### config.mk
export PLATFORM = sky130hd
export DESIGN_NAME = serial_adder_seq
export DESIGN_NICKNAME = d
export VERILOG_FILES = /design/src/rtl/serial_adder_seq_pkg.sv /design/src/rtl/serial_adder_seq_adder16.sv /design/src/rtl/serial_adder_seq.sv
export SDC_FILE = /design/constraint.sdc
export NUM_CORES = 1
export LEC_CHECK = 0
export ABC_AREA = 1
export CAP_MARGIN = 30
export CORE_ASPECT_RATIO = 2
export CORE_MARGIN = 1
export CORE_UTILIZATION = 58
export DETAILED_ROUTE_END_ITERATION = 10
export PLACE_DENSITY = 0.84
export RECOVER_POWER = 25
export SKIP_CTS_REPAIR_TIMING = 1
export SLEW_MARGIN = 25
export SYNTH_ARGS = -nofsm -noshare
export SYNTH_HDL_FRONTEND = slang
export SYNTH_SLANG_ARGS = --single-unit
### constraint.sdc
create_clock -name clk -period 19 [get_ports clk]
set_input_delay 3.8 -clock clk [delete_from_list [all_inputs] [get_ports clk]]
set_output_delay 3.8 -clock clk [all_outputs]
set_load 0.005 [all_outputs]
### src/rtl/serial_adder_seq_pkg.sv
// rtl/serial_adder_seq_pkg.sv - shared constants, state type and slice-count helper
// Contents: SLICE_W (bits per Adder16 pass), state_e {IDLE, RUN, DONE},
//           slices_of(width) returning the number of passes for a width.
package serial_adder_seq_pkg;

  localparam int SLICE_W = 16;

  typedef enum logic [1:0] {
    IDLE = 2'd0,
    RUN  = 2'd1,
    DONE = 2'd2
  } state_e;

  function automatic int slices_of(input int width);
    return width / SLICE_W;
  endfunction

endpackage

### src/rtl/serial_adder_seq_adder16.sv
// rtl/serial_adder_seq_adder16.sv - 16-bit combinational adder with carry in/out
// Ports: a_i, b_i  16-bit addends
//        c_i       carry into bit 0
//        s_o       16-bit sum
//        c_o       carry out of bit 15
module serial_adder_seq_adder16 (
  input  logic [15:0] a_i,
  input  logic [15:0] b_i,
  input  logic        c_i,
  output logic [15:0] s_o,
  output logic        c_o
);

  assign {c_o, s_o} = {1'b0, a_i} + {1'b0, b_i} + {16'b0, c_i};

endmodule

### src/rtl/serial_adder_seq.sv
// rtl/serial_adder_seq.sv - multi-cycle WIDTH-bit adder built on one shared Adder16
// Ports: clk, rst (async, active-high)
//        start, a, b, c_in   request and operands, captured when start is accepted
//        busy                high while slices are computed
//        done                one-cycle pulse when sum/c_out/overflow are updated
//        sum, c_out, overflow registered result, held until the next completion
// WIDTH must be a multiple of 16 and at least 32.
module serial_adder_seq
  import serial_adder_seq_pkg::*;
#(
  parameter int WIDTH = 64
) (
  input  logic             clk,
  input  logic             rst,
  input  logic             start,
  input  logic [WIDTH-1:0] a,
  input  logic [WIDTH-1:0] b,
  input  logic             c_in,
  output logic             busy,
  output logic             done,
  output logic [WIDTH-1:0] sum,
  output logic             c_out,
  output logic             overflow
);

  localparam int SLICES = slices_of(WIDTH);
  localparam int IDX_W  = $clog2(SLICES);
  localparam logic [IDX_W-1:0] LAST_IDX = IDX_W'(SLICES - 1);

  state_e           state_q, state_d;
  logic [WIDTH-1:0] a_q, b_q, work_q, work_d;
  logic [WIDTH-1:0] sum_q;
  logic             carry_q, c_out_q, ovf_q, ovf_d;
  logic [IDX_W-1:0] idx_q;

  logic [SLICE_W-1:0] slice_a, slice_b, slice_s;
  logic               slice_c;
  logic               accept;

  // Start is honoured only outside RUN, so an operation in flight is never disturbed.
  assign accept = start && (state_q != RUN);

  assign slice_a = a_q[int'(idx_q) * SLICE_W +: SLICE_W];
  assign slice_b = b_q[int'(idx_q) * SLICE_W +: SLICE_W];

  serial_adder_seq_adder16 u_adder16 (
    .a_i (slice_a),
    .b_i (slice_b),
    .c_i (carry_q),
    .s_o (slice_s),
    .c_o (slice_c)
  );

  // Working value with the current slice merged in; on the last slice this is the full sum.
  always_comb begin
    work_d = work_q;
    work_d[int'(idx_q) * SLICE_W +: SLICE_W] = slice_s;
    ovf_d = (a_q[WIDTH-1] == b_q[WIDTH-1]) && (work_d[WIDTH-1] != a_q[WIDTH-1]);
  end

  always_ff @(posedge clk or posedge rst) begin
    if (rst) begin
      state_q <= IDLE;
    end else begin
      state_q <= state_d;
    end
  end

  always_comb begin
    state_d = state_q;
    case (state_q)
      IDLE:    if (start) state_d = RUN;
      RUN:     if (idx_q == LAST_IDX) state_d = DONE;
      DONE:    state_d = start ? RUN : IDLE;
      default: state_d = IDLE;
    endcase
  end

  always_comb begin
    busy = (state_q == RUN);
    done = (state_q == DONE);
  end

  always_ff @(posedge clk or posedge rst) begin
    if (rst) begin
      a_q     <= '0;
      b_q     <= '0;
      work_q  <= '0;
      carry_q <= 1'b0;
      idx_q   <= '0;
      sum_q   <= '0;
      c_out_q <= 1'b0;
      ovf_q   <= 1'b0;
    end else if (accept) begin
      a_q     <= a;
      b_q     <= b;
      carry_q <= c_in;
      idx_q   <= '0;
    end else if (state_q == RUN) begin
      work_q  <= work_d;
      carry_q <= slice_c;
      idx_q   <= idx_q + IDX_W'(1);
      if (idx_q == LAST_IDX) begin
        sum_q   <= work_d;
        c_out_q <= slice_c;
        ovf_q   <= ovf_d;
      end
    end
  end

  assign sum      = sum_q;
  assign c_out    = c_out_q;
  assign overflow = ovf_q;

endmodule

==> results.py, run 1 <==
metrics = {
    "sta": {
        "worst_pin_slew_ps": 5070,
        "fin_setup_tns_ps": 0,
        "fmax_mhz": 129,
        "fin_crit_sh": 0.407,
        "final.setup_skew_ps": 15.0,
        "relSlewSlack": -2.40,
        "slew_violations": 356,
        "hold_violations": 0,
        "period_needed_ps": 7730,
        "setup_violations": 0,
        "rsz0062_at_grt": "no",
    },
    "route": {
        "routed_wl_microns": 31800,
        "wl_per_cell_microns": 17.9,
        "drtPass1Iterations": 5,
        "drtIter0Drc": 614,
        "via_count": 9985,
        "via_per_inst": 5.63,
        "drc_errors": 0,
        "ant_nets": 0,
    },
    "status": {
        "failed_checks": "max-capacitance violations, max-slew violations",
        "status": "finished with violations",
    },
    "floorplanning": {
        "ioPinCount": 200,
        "start_util": 0.592,
        "fp-row-count": 75,
        "die_y_microns": 209,
        "die_x_microns": 106,
        "core-area_sq_um": 21000,
        "die-area_sq_um": 22100,
    },
    "clock_tree": {
        "clkTransAtPathRegs_ps": 60,
        "clock_sinks": 263,
        "cts_tree": "built",
        "h-tree-depth": 1,
        "numCtsBuffers": 22,
        "cts.path.max_buffers": 3,
        "cts_root_buf": "clkbuf_16",
        "clock_latency_ps": 520,
    },
    "power_and_ir_drop": {
        "power_mw": 3.07,
        "clkPwrFrac": 0.153,
        "power_density_nw_per_um2": 202,
        "swShare": 0.445,
        "p_comb_frac": 0.544,
        "pwr-share-seq": 0.303,
        "power.internal_mw": 1.70,
        "power.net_switching_mw": 1.37,
        "power_leakage_nw": 6.97,
        "ir_drop_uv": 156,
    },
    "yosys": {
        "synth_ff_type": "dfrtp_1",
        "avgSynthCellArea_sq_um": 9.34,
        "syn_inst": 1331,
        "ys_ff_latch": 263,
        "synthArstFlopShare": 1.00,
        "yosys_warnings": 0,
        "synth_area_sq_um": 12400,
        "synth-edff-count": 0,
        "syn-num-nets": 1486,
        "ys_types": 38,
        "yosysSeqAreaShare": 0.529,
    },
    "grt": {
        "grt_pass1_wl_microns": 51100,
        "grt_overflow_total": 0,
        "grt_pass1_vias": 10300,
        "grt_antenna_before_repair": 0,
        "grt_max_degree": 121,
        "grtUsageTotal": 0.298,
    },
    "job": {
        "maxCapViolCount": 6,
    },
    "worst_setup_path": {
        "reg2reg_slack_ps": 11380,
        "end_kind": "asynchronous set/reset pin",
        "critPathMaxFanout": 120,
        "startpoint_type": "input pin",
        "critPathKind": "input pin to asynchronous set/reset pin",
        "worstPathArrival_ps": 8260,
        "cp.required_ps": 19530,
    },
    "finish": {
        "nNetsFinal": 1646,
        "drive_gt1_frac": 0.122,
        "layout_commonest_cell": "nand2_1",
        "most-common-layout-cells": "nand2_1 (391), dfrtp_1 (263), clkdlybuf4s50_1 (197)",
        "area_growth_pct": 22.2,
        "n_antenna_cell": 0,
    },
    "placement": {
        "dp_hpwl_microns": 22500,
        "portBuffers": 199,
        "place.gp.congestion": 0.915,
    },
    "min_path": {
        "hold_path.class": "register to register",
    },
}
## cells in the mapped netlist, types with 2 or more instances
| cell | instances | area (sq um) |
|---|---|---|
| buf_2 | 23 | 115 |
| o22ai_1 | 52 | 325 |
| nand4_1 | 12 | 75.1 |
| nand2_1 | 385 | 1450 |
| clkinv_1 | 3 | 11.3 |
| clkbuf_1 | 31 | 116 |
| fa_1 | 2 | 40.0 |
| dfrtp_1 | 263 | 6580 |
| ha_1 | 21 | 263 |
| xor2_2 | 3 | 48.8 |
| a31oi_1 | 9 | 56.3 |
| o21a_1 | 5 | 37.5 |
| mux2_2 | 124 | 1400 |
| o21ai_0 | 112 | 561 |
| nand2_2 | 10 | 62.6 |
| inv_2 | 6 | 22.5 |
| nand3_1 | 19 | 95.1 |
| o21ai_2 | 3 | 26.3 |
| nor2_2 | 2 | 12.5 |
| nor2_1 | 91 | 342 |
| buf_1 | 7 | 26.3 |
| xnor2_1 | 9 | 78.8 |
| buf_4 | 11 | 82.6 |
| nand3_2 | 4 | 40.0 |
| inv_1 | 74 | 278 |
| a21oi_1 | 24 | 120 |
| a32oi_1 | 2 | 17.5 |
| o21ai_1 | 14 | 70.1 |
## power by group through the flow
stage	sequential, mW	combinational [mW]	clock [mW]
2_1_floorplan	0.895	1.17	0
3_3_place_gp	0.925	1.63	0
3_5_place_dp	0.937	1.67	0
4_1_cts	0.929	1.68	0.477
5_1_grt	0.956	1.81	0.501
6_report	0.929	1.67	0.471
## registers in the layout, indices dropped and copies added (netlist names)
register	count
a_q	64
b_q	64
sum	64
work_q	64
idx_q	2
state_q	2
c_out	1
carry_q	1
overflow	1
## worst max-delay path, stage by stage
cell and delay, ps:
dlygate4sd3_1 540, clkinvlp_2 2800, buf_4 1010
## cell families after synthesis
logic type	after synthesis	synth area share
adders and majority gates	23	0.0244
buffers and inverters	157	0.0537
and+or+nand+nor	529	0.171
AOI/OAI and AO/OA	223	0.0988
xor gates and xnor gates	12	0.0103
DFF	263	0.529
muxes	124	0.112
## per-stage QoR
stage               utilization  hold WS [ps]  worst slack (ps)  instances  area, sq um
finish                    0.723           476             11270       1772        15200
global route              0.723           500             10430       1772        15200
CTS                       0.725           482             12140       1770        15200
detailed placement        0.690           465             12650       1734        14500
global placement          0.689           462             12710       1734        14500
floorplan                     -           449              7960       1331        12400
## final cells by class
type / instances / area, sq um
Clock buffer: 30 / 632
Clock inverter: 6 / 105
Fill cell: 1553 / 5820
Inverter: 83 / 313
Multi-Input combinational cell: 911 / 5120
Sequential cell: 263 / 6580
Tap cell: 269 / 337
Timing Repair Buffer: 210 / 2100
## per-layer routing
layer	GRT usage	vias up	wire [microns]
met5	0	-	0
met2	0.527	374	16900
met4	0.234	0	2530
met1	0.323	4780	11100
met3	0.0290	130	1250
li1	-	4701	-
## final timing paths
kind	endpoint	from	cells past startpoint
hold / removal	sum[0]	sum[0]	2
max in group clk	sum[20]	idx_q[0]	7
hold reg to reg	sum[0]	sum[0]	2
min in group asynchronous	a_q[53]	rst	2
setup / recovery	sum[0]	rst	3
setup reg to reg	sum[20]	idx_q[0]	7
No activity file was read; power rests on OpenSTA's default activity.
==> inputs of run 2 (changes only) <==
CORE_UTILIZATION = 49   (was 58)
PLACE_DENSITY = 0.75   (was 0.84)
clock period = 7.1 ns   (was 19 ns; I/O delays follow)
==> results.py, run 2 (synthesis results as in run 1) <==
metrics = {
    "floorplanning": {
        "fp-row-count": 82,
        "die_x_microns": 115,
        "start_util": 0.497,
        "die_y_microns": 227,
        "die-area_sq_um": 26100,
        "core-area_sq_um": 25000,
        "ioPinCount": 200,
    },
    "worst_setup_path": {
        "critPathMaxFanout": 73,
        "crit_end": "a_q[7]",
        "crit_start": "start",
        "end_kind": "register",
        "crit_buf_inv": 2,
        "startpoint_type": "input pin",
        "critPathSlowestCell": "nand2_1",
        "path_delay_family": "simple AND/OR/NAND/NOR gates",
        "critical_path.max_stage_delay_ps": 2050,
        "worstPathArrival_ps": 5450,
        "critPathKind": "input pin to register",
        "reg2reg_depth": 5,
        "crit_cells": 4,
        "path_cells": "dlygate4sd3_1, nand2_1, buf_4, mux2_2",
        "timing.rr.end": "a_q[7]",
        "worstReg2RegStart": "state_q[1]",
        "cp.required_ps": 7500,
        "reg2reg_slack_ps": 2830,
    },
    "route": {
        "drc_errors": 0,
        "drtIter0Drc": 549,
        "via_per_inst": 5.36,
        "ant_nets": 0,
        "wl_per_cell_microns": 17.9,
        "drtPass1Iterations": 4,
        "routed_wl_microns": 33000,
        "via_count": 9891,
    },
    "finish": {
        "fillers": 2213,
        "drive_gt1_frac": 0.137,
        "seqCellArea_sq_um": 6590,
        "final_cells": 1844,
        "area_growth_pct": 23.4,
        "layout_commonest_cell": "nand2_1",
        "multiInputGateArea_sq_um": 5190,
        "nNetsFinal": 1647,
        "most-common-layout-cells": "nand2_1 (384), dfrtp_1 (262), clkdlybuf4s50_1 (156)",
    },
    "clock_tree": {
        "clock_latency_ps": 530,
        "numCtsBuffers": 23,
        "cts.path.max_buffers": 3,
        "clkTransAtPathRegs_ps": 70,
        "cts_root_buf": "clkbuf_16",
        "clock_sinks": 263,
        "h-tree-depth": 1,
        "cts_tree": "built",
    },
    "job": {
        "maxCapViolCount": 3,
    },
    "sta": {
        "period_needed_ps": 5050,
        "worst_pin_slew_ps": 3040,
        "fmax_mhz": 198,
        "setup_violations": 0,
        "rsz0062_at_grt": "no",
        "slew_violations": 177,
        "fin_setup_tns_ps": 0,
        "hold_violations": 0,
        "relSlewSlack": -1.03,
        "final.setup_skew_ps": 20.2,
        "fin_crit_sh": 0.712,
    },
    "placement": {
        "place.gp.congestion": 0.906,
        "dp_hpwl_microns": 24100,
        "placedCellCount": 1802,
        "portBuffers": 199,
    },
    "power_and_ir_drop": {
        "power_leakage_nw": 7.10,
        "ir_drop_uv": 371,
        "power_density_nw_per_um2": 544,
    },
    "grt": {
        "grt_antenna_before_repair": 1,
        "grt_pass1_vias": 10300,
        "grt_max_degree": 163,
        "grt_pass1_wl_microns": 52200,
        "grtUsageTotal": 0.265,
        "grt_overflow_total": 0,
    },
    "min_path": {
        "hold_path.class": "register to register",
    },
    "status": {
        "failed_checks": "max-capacitance violations, max-slew violations",
        "status": "finished with violations",
    },
}
run 2: where the power goes:
part           switching, mW  internal [mW]
sequential             0.345           2.13
clock                  0.552          0.669
combinational           2.91           1.73
total                   3.81           4.53
run 2: worst min path at each step:
| stage | from | to | slack, ps | cells after the start |
|---|---|---|---|---|
| 3_3_place_gp | work_q[57] | work_q[57] | 460 | 2 |
| 5_1_grt | sum[12] | sum[12] | 490 | 2 |
| 4_1_cts | sum[34] | sum[34] | 480 | 2 |
| 6_report | sum[4] | sum[4] | 470 | 2 |
| 2_1_floorplan | work_q[25] | work_q[25] | 450 | 2 |
| 3_5_place_dp | work_q[60] | work_q[60] | 470 | 2 |
run 2: final cells by class:
type / instances / area share
multi-input cells: 911 / 0.338
diodes: 2 / 0.000326
clock buffers: 32 / 0.0443
clock inverters: 7 / 0.00310
well taps: 336 / 0.0274
flip-flops and latches: 263 / 0.429
repair buffers: 210 / 0.137
inverters: 83 / 0.0204
run 2: worst register-to-register path: cells and delay by family, from the launching register on:
family | cells | cell delay [ps]
and+or+nand+nor | 2 | 2370
buffers and inverters | 2 | 930
muxes | 1 | 480
DFF | 1 | 360
run 2: metrics by stage:
stage          total power [mW]  instance area, sq um  hold WS [ps]  utilization  setup slack (ps)
2_1_floorplan              5.52                 12400           449            -              2210
3_3_place_gp               7.04                 14600           462        0.583              3000
3_5_place_dp               7.14                 14600           465        0.584              2960
4_1_cts                    8.37                 15300           483        0.613              2950
5_1_grt                    8.93                 15300           494        0.613              1830
6_report                   8.34                 15300           473        0.613              2050
run 2: metal layers:
metal	track usage	part of all wire	up-vias
met5	0	0	-
li1	-	-	4713
met4	0.215	0.086	0
met2	0.485	0.54	325
met1	0.270	0.34	4717
met3	0.0253	0.035	136
==> inputs of run 3 (changes only) <==
CORE_UTILIZATION = 54   (was 49)
PLACE_DENSITY = 0.78   (was 0.75)
clock period = 4.8 ns   (was 7.1 ns; I/O delays follow)
==> results.py, run 3 (synthesis results as in run 1) <==
metrics = {
    "power_and_ir_drop": {
        "power_mw": 12.5,
        "power_leakage_nw": 7.06,
        "power_density_nw_per_um2": 812,
        "ir_drop_uv": 536,
    },
    "sta": {
        "slew_violations": 103,
        "period_needed_ps": 3850,
        "rsz0062_at_grt": "no",
        "fin_crit_sh": 0.803,
        "hold_violations": 0,
        "final.setup_skew_ps": 22.4,
        "worst_pin_slew_ps": 1690,
        "fmax_mhz": 259,
        "fin_setup_tns_ps": 0,
        "setup_violations": 0,
        "relSlewSlack": -0.124,
    },
    "grt": {
        "grt_antenna_before_repair": 0,
        "grtUsageTotal": 0.290,
        "grt_pass1_wl_microns": 52500,
        "grt_max_degree": 111,
        "grt_pass1_vias": 10200,
        "grt_overflow_total": 0,
    },
    "placement": {
        "portBuffers": 199,
        "place.gp.congestion": 0.869,
        "placedCellCount": 1750,
        "dp_hpwl_microns": 23800,
        "post_dp_cell_area_sq_um": 14600,
    },
    "finish": {
        "layout_commonest_cell": "nand2_1",
        "drive_gt1_frac": 0.142,
        "final_cells": 1791,
        "nNetsFinal": 1651,
        "area_growth_pct": 23.8,
        "final_util": 0.680,
        "n_antenna_cell": 0,
        "postLayoutCellArea_sq_um": 15400,
        "most-common-layout-cells": "nand2_1 (383), dfrtp_1 (262), clkdlybuf4s50_1 (198)",
    },
    "floorplanning": {
        "start_util": 0.549,
        "die_y_microns": 217,
        "fp-row-count": 78,
        "ioPinCount": 200,
        "die-area_sq_um": 23700,
        "die_x_microns": 109,
        "core-area_sq_um": 22600,
    },
    "route": {
        "wl_per_cell_microns": 18.4,
        "wl_met3_microns": 1440,
        "wl_met2_microns": 17800,
        "ant_nets": 0,
        "routed_wl_microns": 32900,
        "via_per_inst": 5.57,
        "drtPass1Iterations": 5,
        "drc_errors": 0,
        "via_count": 9970,
        "wl_met1_microns": 11200,
        "drtIter0Drc": 655,
        "top_layer": "met4",
    },
    "status": {
        "failed_checks": "max-capacitance violations, max-slew violations",
        "status": "finished with violations",
    },
    "clock_tree": {
        "cts_root_buf": "clkbuf_16",
        "clock_latency_ps": 540,
        "clock_sinks": 263,
        "cts.path.max_buffers": 3,
        "cts_tree": "built",
        "h-tree-depth": 1,
        "numCtsBuffers": 23,
        "clkTransAtPathRegs_ps": 70,
    },
    "min_path": {
        "hold_path_end": "sum[38]",
        "hold_path.class": "register to register",
        "whs_path_depth": 2,
        "min_from": "sum[38]",
    },
    "worst_setup_path": {
        "worstReg2RegStart": "idx_q[0]",
        "critPathMaxFanout": 37,
        "reg2reg_depth": 15,
        "startpoint_type": "register",
        "cp.required_ps": 5260,
        "critPathKind": "register to register",
        "timing.rr.end": "sum[43]",
        "worstPathArrival_ps": 4310,
        "reg2reg_slack_ps": 950,
        "end_kind": "register",
    },
    "job": {
        "maxCapViolCount": 2,
    },
}
## run 3: cell types whose count changed in the layout (fill, tap and decap cells not counted), moves of 2 or more
cell and change:
clkdlybuf4s50_1 +42, diode_2 -2, clkinvlp_4 -2, buf_4 +3
clkinv_4 -2, dlygate4sd3_1 -42, bufinv_16 +2, clkbuf_8 +2
## run 3: report_power, final
group / total [mW] / switching (mW) / internal [mW]
combinational: 6.90 / 4.30 / 2.60
clock: 1.93 / 0.809 / 1.12
sequential: 3.67 / 0.513 / 3.16
total: 12.5 / 5.62 / 6.88
## run 3: layout make-up
type | count | area (sq um)
Clock buffer | 34 | 707
Fill cell | 1806 | 7250
Multi-Input combinational cell | 911 | 5190
Clock inverter | 6 | 83.8
Sequential cell | 263 | 6580
Inverter | 83 | 313
Timing Repair Buffer | 214 | 2160
Tap cell | 280 | 350
## run 3: how the worst max path moves through the flow
stage             start         end  slack [ps]  depth (start not counted)
5_1_grt             rst     b_q[27]         700                          3
6_report       idx_q[0]     sum[43]         950                         15
2_1_floorplan       rst      a_q[0]         370                          1
4_1_cts        idx_q[0]  work_q[11]        1050                         15
3_5_place_dp   idx_q[0]  work_q[27]        1070                         15
3_3_place_gp   idx_q[0]  work_q[29]        1140                         16
## run 3: worst max-delay path, cell delays in order (launching register included)
cell and delay (ps):
dfrtp_2 570, inv_2 430, buf_4 430, o21ai_0 130
o22ai_1 230, ha_1 300, nand2_1 140, inv_1 90
nand2_1 100, inv_1 70, a21oi_1 70, xnor2_1 680
nand3_1 220, nand2_1 130, nand2_1 60, nand2_1 70
## run 3: per-layer routing
metal | vias to the layer above | track usage
met5 | - | 0
met4 | 0 | 0.195
met3 | 107 | 0.0337
met2 | 351 | 0.518
met1 | 4810 | 0.313
li1 | 4702 | -
## run 3: stage by stage
| step | hold slack [ps] | setup slack [ps] |
|---|---|---|
| after floorplan | 449 | 370 |
| after global placement | 461 | 1140 |
| after detailed placement | 465 | 1070 |
| after CTS | 482 | 1050 |
| after global routing | 501 | 695 |
| final | 475 | 945 |
